$ cat config.mk
export PLATFORM = sky130hd
export DESIGN_NAME = muldiv_unit
export DESIGN_NICKNAME = d
export VERILOG_FILES = /design/src/rtl/muldiv_unit.sv
export SDC_FILE = /design/constraint.sdc
export NUM_CORES = 1
export LEC_CHECK = 0
export CORE_ASPECT_RATIO = 0.6
export CORE_UTILIZATION = 25
export CTS_BUF_LIST = sky130_fd_sc_hd__clkbuf_2 sky130_fd_sc_hd__clkbuf_4 sky130_fd_sc_hd__clkbuf_8
export DETAILED_ROUTE_END_ITERATION = 8
export GPL_TIMING_DRIVEN = 0
export SLEW_MARGIN = 10
export SYNTH_ARGS = -nofsm -noshare
export SYNTH_HDL_FRONTEND = slang
export SYNTH_SLANG_ARGS = --single-unit
$ cat constraint.sdc
create_clock -name clk -period 4.34 [get_ports clk]
set_input_delay 0.868 -clock clk [delete_from_list [all_inputs] [get_ports clk]]
set_output_delay 0.868 -clock clk [all_outputs]
set_load 0.02 [all_outputs]
$ cat src/rtl/muldiv_unit.sv
// muldiv_unit: iterative shared multiply/divide engine for RV32/RV64.
// Shift-add multiply and restoring divide share one accumulator pair, retiring
// BITS_PER_CYCLE result bits per clock. Request and response use valid/ready
// handshakes, and abort discards any operation in flight.
// Optional build macro: MULDIV_SHORTCUT_EN. When it is defined, divide-by-zero,
// signed overflow and multiply by zero bypass CALC. Results are the same in
// both builds.
module muldiv_unit #(
  parameter int XLEN           = 32,
  parameter int BITS_PER_CYCLE = 1
) (
  input  logic            clk,
  input  logic            rst,
  input  logic            req_valid,
  output logic            req_ready,
  input  logic [2:0]      req_op,
  input  logic [XLEN-1:0] req_a,
  input  logic [XLEN-1:0] req_b,
  input  logic            abort,
  output logic            resp_valid,
  input  logic            resp_ready,
  output logic [XLEN-1:0] resp_result,
  output logic            busy
);

  localparam int N     = XLEN / BITS_PER_CYCLE;
  localparam int CNT_W = $clog2(N + 1);

  localparam logic [1:0] S_IDLE = 2'd0;
  localparam logic [1:0] S_CALC = 2'd1;
  localparam logic [1:0] S_FIX  = 2'd2;
  localparam logic [1:0] S_DONE = 2'd3;

  localparam logic [2:0] OP_MUL    = 3'd0;
  localparam logic [2:0] OP_MULH   = 3'd1;
  localparam logic [2:0] OP_MULHSU = 3'd2;
  localparam logic [2:0] OP_MULHU  = 3'd3;
  localparam logic [2:0] OP_DIV    = 3'd4;
  localparam logic [2:0] OP_DIVU   = 3'd5;
  localparam logic [2:0] OP_REM    = 3'd6;

  logic [1:0]       state_q;
  logic [CNT_W-1:0] cnt_q;
  logic [2:0]       op_q;
  logic             sign_a_q, sign_b_q, div_zero_q;
  // acc_hi: product high half or partial remainder (one guard bit for the
  // restoring subtract). acc_lo: multiplier bits or dividend/quotient bits.
  logic [XLEN:0]    acc_hi_q;
  logic [XLEN-1:0]  acc_lo_q, mcand_q, result_q;

  logic             a_neg, b_neg, req_div_zero, req_ovf;
  logic [XLEN-1:0]  a_mag, b_mag;
  logic [XLEN:0]    hi_nx, sum, trial;
  logic [XLEN-1:0]  lo_nx, quo, rem, fix_result;
  logic [2*XLEN-1:0] prod;

  assign req_ready   = (state_q == S_IDLE) && !abort;
  assign resp_valid  = (state_q == S_DONE);
  assign busy        = (state_q == S_CALC) || (state_q == S_FIX);
  assign resp_result = result_q;

  // Operand conditioning: record signs and take magnitudes for signed ops.
  always_comb begin
    // NOTE: every combinational output gets a default first so no latch is inferred.
    a_neg = 1'b0;
    b_neg = 1'b0;
    case (req_op)
      OP_MULH, OP_DIV, OP_REM: begin
        a_neg = req_a[XLEN-1];
        b_neg = req_b[XLEN-1];
      end
      OP_MULHSU: a_neg = req_a[XLEN-1];
      default: ;
    endcase
    a_mag        = a_neg ? -req_a : req_a;
    b_mag        = b_neg ? -req_b : req_b;
    req_div_zero = req_op[2] && (req_b == '0);
    req_ovf      = ((req_op == OP_DIV) || (req_op == OP_REM)) &&
                   (req_a == {1'b1, {(XLEN-1){1'b0}}}) && (req_b == '1);
  end

  // One CALC iteration: BITS_PER_CYCLE shift-add or restoring-divide steps.
  always_comb begin
    hi_nx = acc_hi_q;
    lo_nx = acc_lo_q;
    sum   = '0;
    trial = '0;
    for (int i = 0; i < BITS_PER_CYCLE; i++) begin
      if (op_q[2]) begin
        hi_nx = {hi_nx[XLEN-1:0], lo_nx[XLEN-1]};
        trial = hi_nx - {1'b0, mcand_q};
        lo_nx = {lo_nx[XLEN-2:0], !trial[XLEN]};
        if (!trial[XLEN]) hi_nx = trial;
      end else begin
        sum   = {1'b0, hi_nx[XLEN-1:0]} +
                (lo_nx[0] ? {1'b0, mcand_q} : {(XLEN+1){1'b0}});
        lo_nx = {sum[0], lo_nx[XLEN-1:1]};
        hi_nx = {1'b0, sum[XLEN:1]};
      end
    end
  end

  // Sign correction, special-case override and result selection.
  always_comb begin
    prod = {acc_hi_q[XLEN-1:0], acc_lo_q};
    if (sign_a_q ^ sign_b_q) prod = -prod;
    quo = acc_lo_q;
    if (sign_a_q ^ sign_b_q) quo = -quo;
    if (div_zero_q) quo = '1;
    rem = acc_hi_q[XLEN-1:0];
    if (sign_a_q) rem = -rem;
    case (op_q)
      OP_MUL:                     fix_result = prod[XLEN-1:0];
      OP_MULH, OP_MULHSU, OP_MULHU: fix_result = prod[2*XLEN-1:XLEN];
      OP_DIV, OP_DIVU:            fix_result = quo;
      default:                    fix_result = rem;
    endcase
  end

  // FSM and datapath registers; abort and reset both return to IDLE.
  always_ff @(posedge clk) begin
    // NOTE: sequential state uses non-blocking assignments so every register
    // samples pre-edge values regardless of statement order.
    if (rst) begin
      state_q    <= S_IDLE;
      cnt_q      <= '0;
      op_q       <= '0;
      sign_a_q   <= 1'b0;
      sign_b_q   <= 1'b0;
      div_zero_q <= 1'b0;
      acc_hi_q   <= '0;
      acc_lo_q   <= '0;
      mcand_q    <= '0;
      result_q   <= '0;
    end else if (abort) begin
      state_q <= S_IDLE;
    end else begin
      case (state_q)
        S_IDLE: if (req_valid) begin
          op_q       <= req_op;
          sign_a_q   <= a_neg;
          sign_b_q   <= b_neg;
          div_zero_q <= req_div_zero;
          acc_hi_q   <= '0;
          acc_lo_q   <= a_mag;
          mcand_q    <= b_mag;
          if (!req_op[2]) begin
            acc_lo_q <= b_mag;
            mcand_q  <= a_mag;
          end
          state_q <= S_CALC;
          cnt_q   <= CNT_W'(N - 1);
`ifdef MULDIV_SHORTCUT_EN
          // Preload the accumulators with the final answer for special cases;
          // FIX is held two cycles so the result lands at a fixed E+2.
          if (req_div_zero || req_ovf ||
              (!req_op[2] && ((req_a == '0) || (req_b == '0)))) begin
            if (req_div_zero) acc_hi_q <= {1'b0, a_mag};
            if (!req_op[2]) acc_lo_q <= '0;
            state_q <= S_FIX;
            cnt_q   <= CNT_W'(1);
          end
`endif
        end
        S_CALC: begin
          acc_hi_q <= hi_nx;
          acc_lo_q <= lo_nx;
          if (cnt_q == '0) state_q <= S_FIX;
          else cnt_q <= cnt_q - CNT_W'(1);
        end
        S_FIX: begin
          if (cnt_q != '0) begin
            cnt_q <= cnt_q - CNT_W'(1);
          end else begin
            result_q <= fix_result;
            state_q  <= S_DONE;
          end
        end
        default: if (resp_ready) state_q <= S_IDLE;
      endcase
    end
  end

  // Overflow needs no override: |MIN| / 1 negated is MIN and the remainder is 0.
  logic unused_ovf;
  assign unused_ovf = req_ovf;

endmodule

==> results of run 1 <==
## cell families (layout without fill, tap and decap cells)
kind of cell | after synthesis | in the layout
xor+xnor | 189 | 189
flops | 142 | 142
mux | 78 | 78
other cells | 0 | 2
compound gates | 614 | 614
buf+inv | 207 | 344
simple gates | 669 | 669
fa+ha+maj | 77 | 77
## layer usage
layer | vias to the layer above | global-route usage (%)
li1 | 7425 | -
met1 | 7986 | 35.8
met2 | 982 | 27.5
met3 | 74 | 10.0
met4 | 0 | 3.49
met5 | - | 0
## worst register-to-register path, stage by stage (launching register included)
cell and delay, ns:
dfxtp_2 0.45, inv_1 0.13, ha_1 0.26, fa_1 0.43, nand2b_1 0.22, a211oi_4 0.39
o21ai_0 0.28, a21oi_2 0.36, o31ai_2 0.19, xnor2_2 0.27, buf_4 0.29, buf_4 0.31
mux2i_1 0.36, o221ai_1 0.15
## repair_timing
| action | in CTS | in global routing |
|---|---|---|
| pin swaps | 0 | 2 |
| gates resized for setup | 6 | 11 |
| endpoints found under the setup margin | 31 | 25 |
| cloned | 0 | 0 |
## cell usage in the layout, fill, tap and decap left out, types with 18 or more instances in the layout
cell type / instances
a31oi_1: 21
nand3_1: 36
nand2b_1: 20
xor2_1: 88
xnor2_1: 100
o21ai_0: 113
dfxtp_1: 139
a211oi_1: 56
clkdlybuf4s50_1: 106
mux2i_1: 52
o31ai_1: 28
nand2_1: 210
mux2_2: 26
clkbuf_1: 103
a21oi_1: 164
nor4_1: 18
o21ai_1: 37
ha_1: 75
o221ai_1: 20
nor2_1: 199
inv_1: 69
o211ai_1: 21
or3_1: 24
a21o_1: 27
nor3_1: 58
## final cells by class
class / count / area, um2
Sequential cell: 142 / 2850
Buffer: 135 / 564
Timing Repair Buffer: 106 / 1060
Clock inverter: 14 / 159
Clock buffer: 18 / 241
Fill cell: 6150 / 39400
Inverter: 71 / 267
Antenna cell: 2 / 5.00
Multi-Input combinational cell: 1627 / 10700
Tap cell: 759 / 950
## where the power goes
part / switching, mW / total, mW / internal [mW]
Clock: 0.656 / 1.18 / 0.526
Sequential: 0.0767 / 1.44 / 1.36
Combinational: 1.03 / 1.55 / 0.519
Total: 1.76 / 4.17 / 2.41
## registers in the layout (all words and copies together), names as in the netlist
register     flops
acc_lo_q        32
state_q          2
mcand_q         32
op_q             3
sign_b_q         1
sign_a_q         1
div_zero_q       1
acc_hi_q        32
resp_result     32
cnt_q            6
## worst paths after layout
kind,cells after the start,from,slack (ns),endpoint
worst max-delay path,13,acc_lo_q[31],0.09,acc_hi_q[25]
worst min register to register,2,resp_result[5],0.44,resp_result[5]
worst max register to register,13,acc_lo_q[31],0.09,acc_hi_q[25]
worst min-delay path,2,resp_result[5],0.44,resp_result[5]
==> metrics.md, run 1 <==
| Metric | Value |
|---|---|
| Top Layer Used | met4 |
| CTS tree | done |
| CTS sink count | approximately 140 |
| Layout Nets | approximately 2200 |
| 1st-pass router iterations | 6 |
| Startpoint types | register |
| Arr. time, crit path | roughly 4.6 ns |
| Total CTS buffers | 17 |
| Dpl cells | between 2000 and 3000 |
| 1st-iter DRT viols | 2499 |
| Vias | around 16000 |
| Max Transition Viols Final | 0 |
| Post-DR vias/cell | 5.73 |
| FFs w/ async S/R, synth | 0% |
| Die W | 311 um |
| Wirelength, routed | between 60000 and 70000 um |
| Tot GR Track Use | a little under a quarter |
| Synth Cell Area | 0.0143 mm2 |
| Met1 Routed Length | 33400 um |
| First-pass GRT wire length | between 90000 and 100000 um |
| Peak per-stage delay on the critical path | 0.45 ns |
| Post-synthesis adder-cell area fraction | 6.84% |
| Final hold viol count | 0 |
| Cells along the critical path | inv_1 > ha_1 > fa_1 > nand2b_1 > a211oi_4 > o21ai_0 > a21oi_2 > o31ai_2 > xnor2_2 > buf_4 > buf_4 > mux2i_1 > o221ai_1 |
| Port-buffer cells | 106 |
| Yosys reg bits | between 100 and 150 |
| Die height | about 190 um |
| Fin Clk Skew | 0.0262 ns |
| HP Class | register to register |
| P&R area growth vs syn | 17.4% |
| Avg WL per Cell | approximately 24 um |
| Routability Congestion | slightly above 1 |
| Fin crit share | between 90% and 100% |
| Status | complete, no violations |
| RSZ-0062 raised after global routing | false |
| Post-route antenna net violation count | 0 |
| Sequential element share of the synthesized area | 19.9% |
| Top-count cell post-synth | nand2_1 |
| Xor/xnor share of the synthesized area | between 10% and 20% |
| Top-area cell type share of the netlist area | about a fifth |
| Largest family of logic cells by synthesized area | compound AO/OA/AOI/OAI gates |
| H-tree level count | 4 |
| EDFF count, synth | 0 |
| CP max stage cell | dfxtp_2 |
| Max cap viols | 0 |
| # hold bufs at CTS | 0 |
| Util after Layout | 29.9% |
| Setup violators final | 0 |
| I/O Pins | roughly 110 |
| Placed cell areas | 0.0163 mm2 |
| Synth area leader | dfxtp_1 |
| Setup tns final | 0 ns |
| Synth Net Count | 2125 |
| Max-slew headroom | between 5 and 6% |
| Distinct cells, synth | 88 |
| CP bufs+invs | 3 |
| CP required | ~4.7 ns |
| Die area | between 0.05 and 0.06 mm2 |
| Remaining routing DRC violations | 0 |
| HPWL after DPL | between 50000 and 60000 um |
| Mean post-synth cell area | approximately 7.2 um2 |
| Power per cell area | around 250 mW/mm2 |
| Mux share of post-synthesis cell area | ~5.7% |
| Fraction of layout cells with a size suffix above 1 | about 6% |
| Met2 WL | between 20000 and 25000 um |
| Most used cell, CP | buf_4 |
| VDD IR-drop max | roughly 0.21 mV |
| Compound-Gate Fraction of Synth Area | approximately 28% |
| Synth area leaders | dfxtp_1 (20%), ha_1 (6.6%), xnor2_1 (6.2%) |
| Crit. End Element | register |
| Worst skew pair latency | 0.54 ns |
| Worst-path clk slew | roughly 0.1 ns |
| Synth cell count leaders | nand2_1 (210), nor2_1 (200), a21oi_1 (165), dfxtp_1 (142), o21ai_0 (113) |
| Mapped Cells | 1976 |
| Core area | ~0.056 mm2 |
| Longest Clk Path Bufs | 2 |
| Final Non-Filler Cells | 2874 |
| Static Leakage | between 6 and 7 nW |
| Initial Utilization | ~25% |
| Largest net degree at the start of global routing | 17 |
| Fin area | approximately 0.017 mm2 |
| DR WL met3 | 10800 um |
| # Post-CTS Setup Buffers | 0 |
| Warnings from Yosys | 0 |
| Maximum clock rate | about 240 MHz |
| Initial antenna violation count | 3 |
| Delay-heaviest family, CP | compound AO/OA/AOI/OAI gates |
| Pre-CTS setup slack | -0.485 ns |
| Total power | approximately 4.2 mW |
| Gr ovfl total | 0 |
| Hold slack | approximately 0.44 ns |
| Crit Path Class | register to register |
| Synth Flop Type | dfxtp_1 |
| Final WS setup | 0.0915 ns |
| Worst-path maximum fanout | 10 |
| Slew @ Worst Pin | between 1 and 1.5 ns |
| Root Buffer | clkbuf_8 |
| # rows | between 60 and 70 |
| Vias in the first global route | around 15000 |
| Simple-gate share of the synthesized area | 22.4% |
| Min Tclk post-route | 4.25 ns |
Note: power is estimated with default switching activity, not from simulation.
==> inputs of run 2 (changes only) <==
- SETUP_SLACK_MARGIN: not set -> 0.02
- clock period: 4.34 -> 5 ns (I/O delays scaled with it)
==> run 2 against run 1 <==
  * Register-to-register slack gained 0.06 ns
  * Core utilization shrank 0.083 points
  * Sequential share of layout area barely moved
  * Non-clock buffer count grew 1
  * Clock power down 14%
  * Highest routed layer unchanged
  * Cell area shrank 0.28%
  * Clock skew decreased by 0.0015 ns
  * Routed wire length shrank 0.20%
  * Power decreased by 13%
  * Critical path depth increased by 1
==> metrics.md, run 2 (synthesized netlist as in run 1, its figures left out) <==
| Metric | Value |
|---|---|
| Status | complete, no violations (unchanged) |
| # hold bufs at CTS | 0 (unchanged) |
| Maximum clock rate | 206 MHz (was 235 MHz) |
| # rows | 67 (unchanged) |
| Layout Nets | 2250 (was 2249) |
| Max Transition Viols Final | 0 (unchanged) |
| Post-DR vias/cell | 5.74 (was 5.73) |
| Worst hold endpoint | resp_result[5] (unchanged) |
| Slew @ Worst Pin | 1.42 ns (was 1.41 ns) |
| Avg WL per Cell | 24.0 um (was 24.1 um) |
| Core area | 0.0562 mm2 (unchanged) |
| Total CTS buffers | 17 (unchanged) |
| Hold path startpoint | resp_result[5] (unchanged) |
| Wirelength, routed | 69000 um (was 69100 um) |
| Switch Pwr | 1.52 mW (was 1.76 mW) |
| R2R Setup Slk | 0.16 ns (was 0.09 ns) |
| Setup violators final | 0 (unchanged) |
| Max cap viols | 0 (unchanged) |
| H-tree level count | 4 (unchanged) |
| Remaining routing DRC violations | 0 (unchanged) |
| Static Leakage | 6.21 nW (was 6.25 nW) |
| Min Tclk post-route | 4.84 ns (was 4.25 ns) |
| R2R cell count | 14 (was 13) |
| Die W | 311 um (unchanged) |
| Setup tns final | 0 ns (unchanged) |
| RSZ-0062 raised after global routing | false (unchanged) |
| CTS tree | done (unchanged) |
| Die area | 0.0582 mm2 (unchanged) |
| Sequential power share | 34.6% (was 34.5%) |
| Max-slew headroom | 4.74% (was 5.66%) |
| Crit. End Element | register (unchanged) |
| Int Pwr | 2.08 mW (was 2.41 mW) |
| VDD IR-drop max | 0.182 mV (was 0.212 mV) |
| Tot GR Track Use | 22.9% (about the same) |
| Routability Congestion | 1.03 (unchanged) |
| Reg2reg start | acc_lo_q[0] (was acc_lo_q[31]) |
| Worst skew pair latency | 0.54 ns (about the same) |
| P&R area growth vs syn | 17.0% (was 17.4%) |
| Initial antenna violation count | 3 (unchanged) |
| CTS sink count | 142 (unchanged) |
| CP required | 5.40 ns (was 4.72 ns) |
| 1st-iter DRT viols | 2632 (was 2499) |
| Largest net degree at the start of global routing | 17 (unchanged) |
| Port-buffer cells | 106 (unchanged) |
| Worst-path clk slew | 0.11 ns (was 0.10 ns) |
| Fraction of layout cells with a size suffix above 1 | 5.58% (was 6.11%) |
| Vias in the first global route | 14600 (unchanged) |
| Comb pwr share | 37.1% (was 37.2%) |
| Worst hold path depth | 2 (unchanged) |
| Most common cell after layout, fill and taps aside | nand2_1 (unchanged) |
| Clock share of power | 28.4% (was 28.3%) |
| Crit Path Class | register to register (unchanged) |
| Power per cell area | 216 mW/mm2 (was 248 mW/mm2) |
| Worst-path maximum fanout | 10 (unchanged) |
| Fin crit share | 96.9% (was 97.9%) |
| Vias | 16500 (about the same) |
| Commonest cells after routing, fill and taps aside | nand2_1 (210), nor2_1 (200), a21oi_1 (165) (was nand2_1 (210), nor2_1 (199), a21oi_1 (164)) |
| Root Buffer | clkbuf_8 (unchanged) |
| Initial Utilization | 25.5% (unchanged) |
| Post-route antenna net violation count | 0 (unchanged) |
| HPWL after DPL | 56600 um (unchanged) |
| Hold slack | 0.442 ns (about the same) |
| Longest Clk Path Bufs | 2 (unchanged) |
| Die height | 187 um (unchanged) |
| Startpoint types | register (unchanged) |
| Worst R2R End | acc_hi_q[26] (was acc_hi_q[25]) |
| Final hold viol count | 0 (unchanged) |
| Switching share of power | 42.2% (was 42.3%) |
| I/O Pins | 107 (unchanged) |
| FILL cells | 6145 (was 6150) |
| Arr. time, crit path | 5.24 ns (was 4.63 ns) |
| Fin Clk Skew | 0.0247 ns (was 0.0262 ns) |
| First-pass GRT wire length | 99400 um (about the same) |
| Gr ovfl total | 0 (unchanged) |
| 1st-pass router iterations | 6 (unchanged) |
| HP Class | register to register (unchanged) |
## run 2: cell count changes in the layout (fill, tap and decap cells not counted), sizes merged
cell and delta:
buf -1, clkbuf +2
## run 2: power groups by stage
| stage | Clock [mW] | Combinational, mW | Sequential (mW) |
|---|---|---|---|
| after floorplan | 0 | 0.790 | 1.25 |
| after global placement | 0 | 1.26 | 1.27 |
| after detailed placement | 0 | 1.27 | 1.27 |
| after CTS | 1.03 | 1.27 | 1.24 |
| after global routing | 1.07 | 1.41 | 1.25 |
| final | 1.02 | 1.34 | 1.25 |
## run 2: per-stage QoR
step / util (%) / std cells / area [um2] / power, mW / setup WS (ns)
after floorplan: - / 1976 / 14300 / 2.04 / 1.88
after global placement: 29.0 / 2841 / 16300 / 2.53 / 0.0618
after detailed placement: 29.0 / 2841 / 16300 / 2.54 / 0.175
after CTS: 29.8 / 2873 / 16700 / 3.55 / 0.111
after global routing: 29.8 / 2874 / 16700 / 3.73 / 0.0521
final: 29.8 / 2875 / 16700 / 3.61 / 0.156
## run 2: critical path, stage by stage (launching register included)
cell and delay, ns:
dfxtp_1 0.46, inv_1 0.30, clkbuf_1 0.49, nor2_1 0.09
ha_1 0.29, clkbuf_1 0.31, nand3_1 0.15, nor4_1 0.59
o311ai_1 0.36, a31oi_1 0.29, o22ai_1 0.18, o21ai_1 0.46
xnor2_1 0.16, and3_1 0.20, a2111oi_0 0.37
## run 2: how the worst max path moves through the flow
| stage | start | endpoint | slack (ns) | cells after the start |
|---|---|---|---|---|
| final | acc_lo_q[0] | acc_hi_q[26] | 0.16 | 14 |
| after global routing | acc_lo_q[0] | acc_hi_q[26] | 0.05 | 14 |
| after floorplan | acc_hi_q[24] | acc_hi_q[14] | 1.88 | 12 |
| after CTS | acc_lo_q[31] | acc_hi_q[25] | 0.11 | 13 |
| after global placement | acc_lo_q[31] | acc_hi_q[25] | 0.06 | 13 |
| after detailed placement | acc_lo_q[31] | acc_hi_q[25] | 0.18 | 13 |
## run 2: layer usage
metal | up-vias | GRT usage (%) | share of wire [%]
met5 | - | 0 | 0
met4 | 0 | 3.45 | 1.1
met3 | 72 | 9.91 | 16
met2 | 992 | 27.5 | 35
met1 | 8014 | 35.9 | 48
li1 | 7432 | - | -
## run 2: repair_timing
item	4_1_cts	5_1_grt
setup endpoints to repair	0	23
buffers inserted	0	0
gates resized for setup	0	1
## run 2: layout make-up
type / instances / area (um2) / area share, %
multi-input cells: 1627 / 10700 / 63.6
flip-flops and latches: 142 / 2840 / 17.0
repair buffers: 106 / 1060 / 6.34
well taps: 759 / 950 / 5.67
plain buffers: 136 / 562 / 3.36
inverters: 71 / 267 / 1.59
clock buffers: 18 / 241 / 1.44
clock inverters: 14 / 159 / 0.949
diodes: 2 / 5.00 / 0.0299
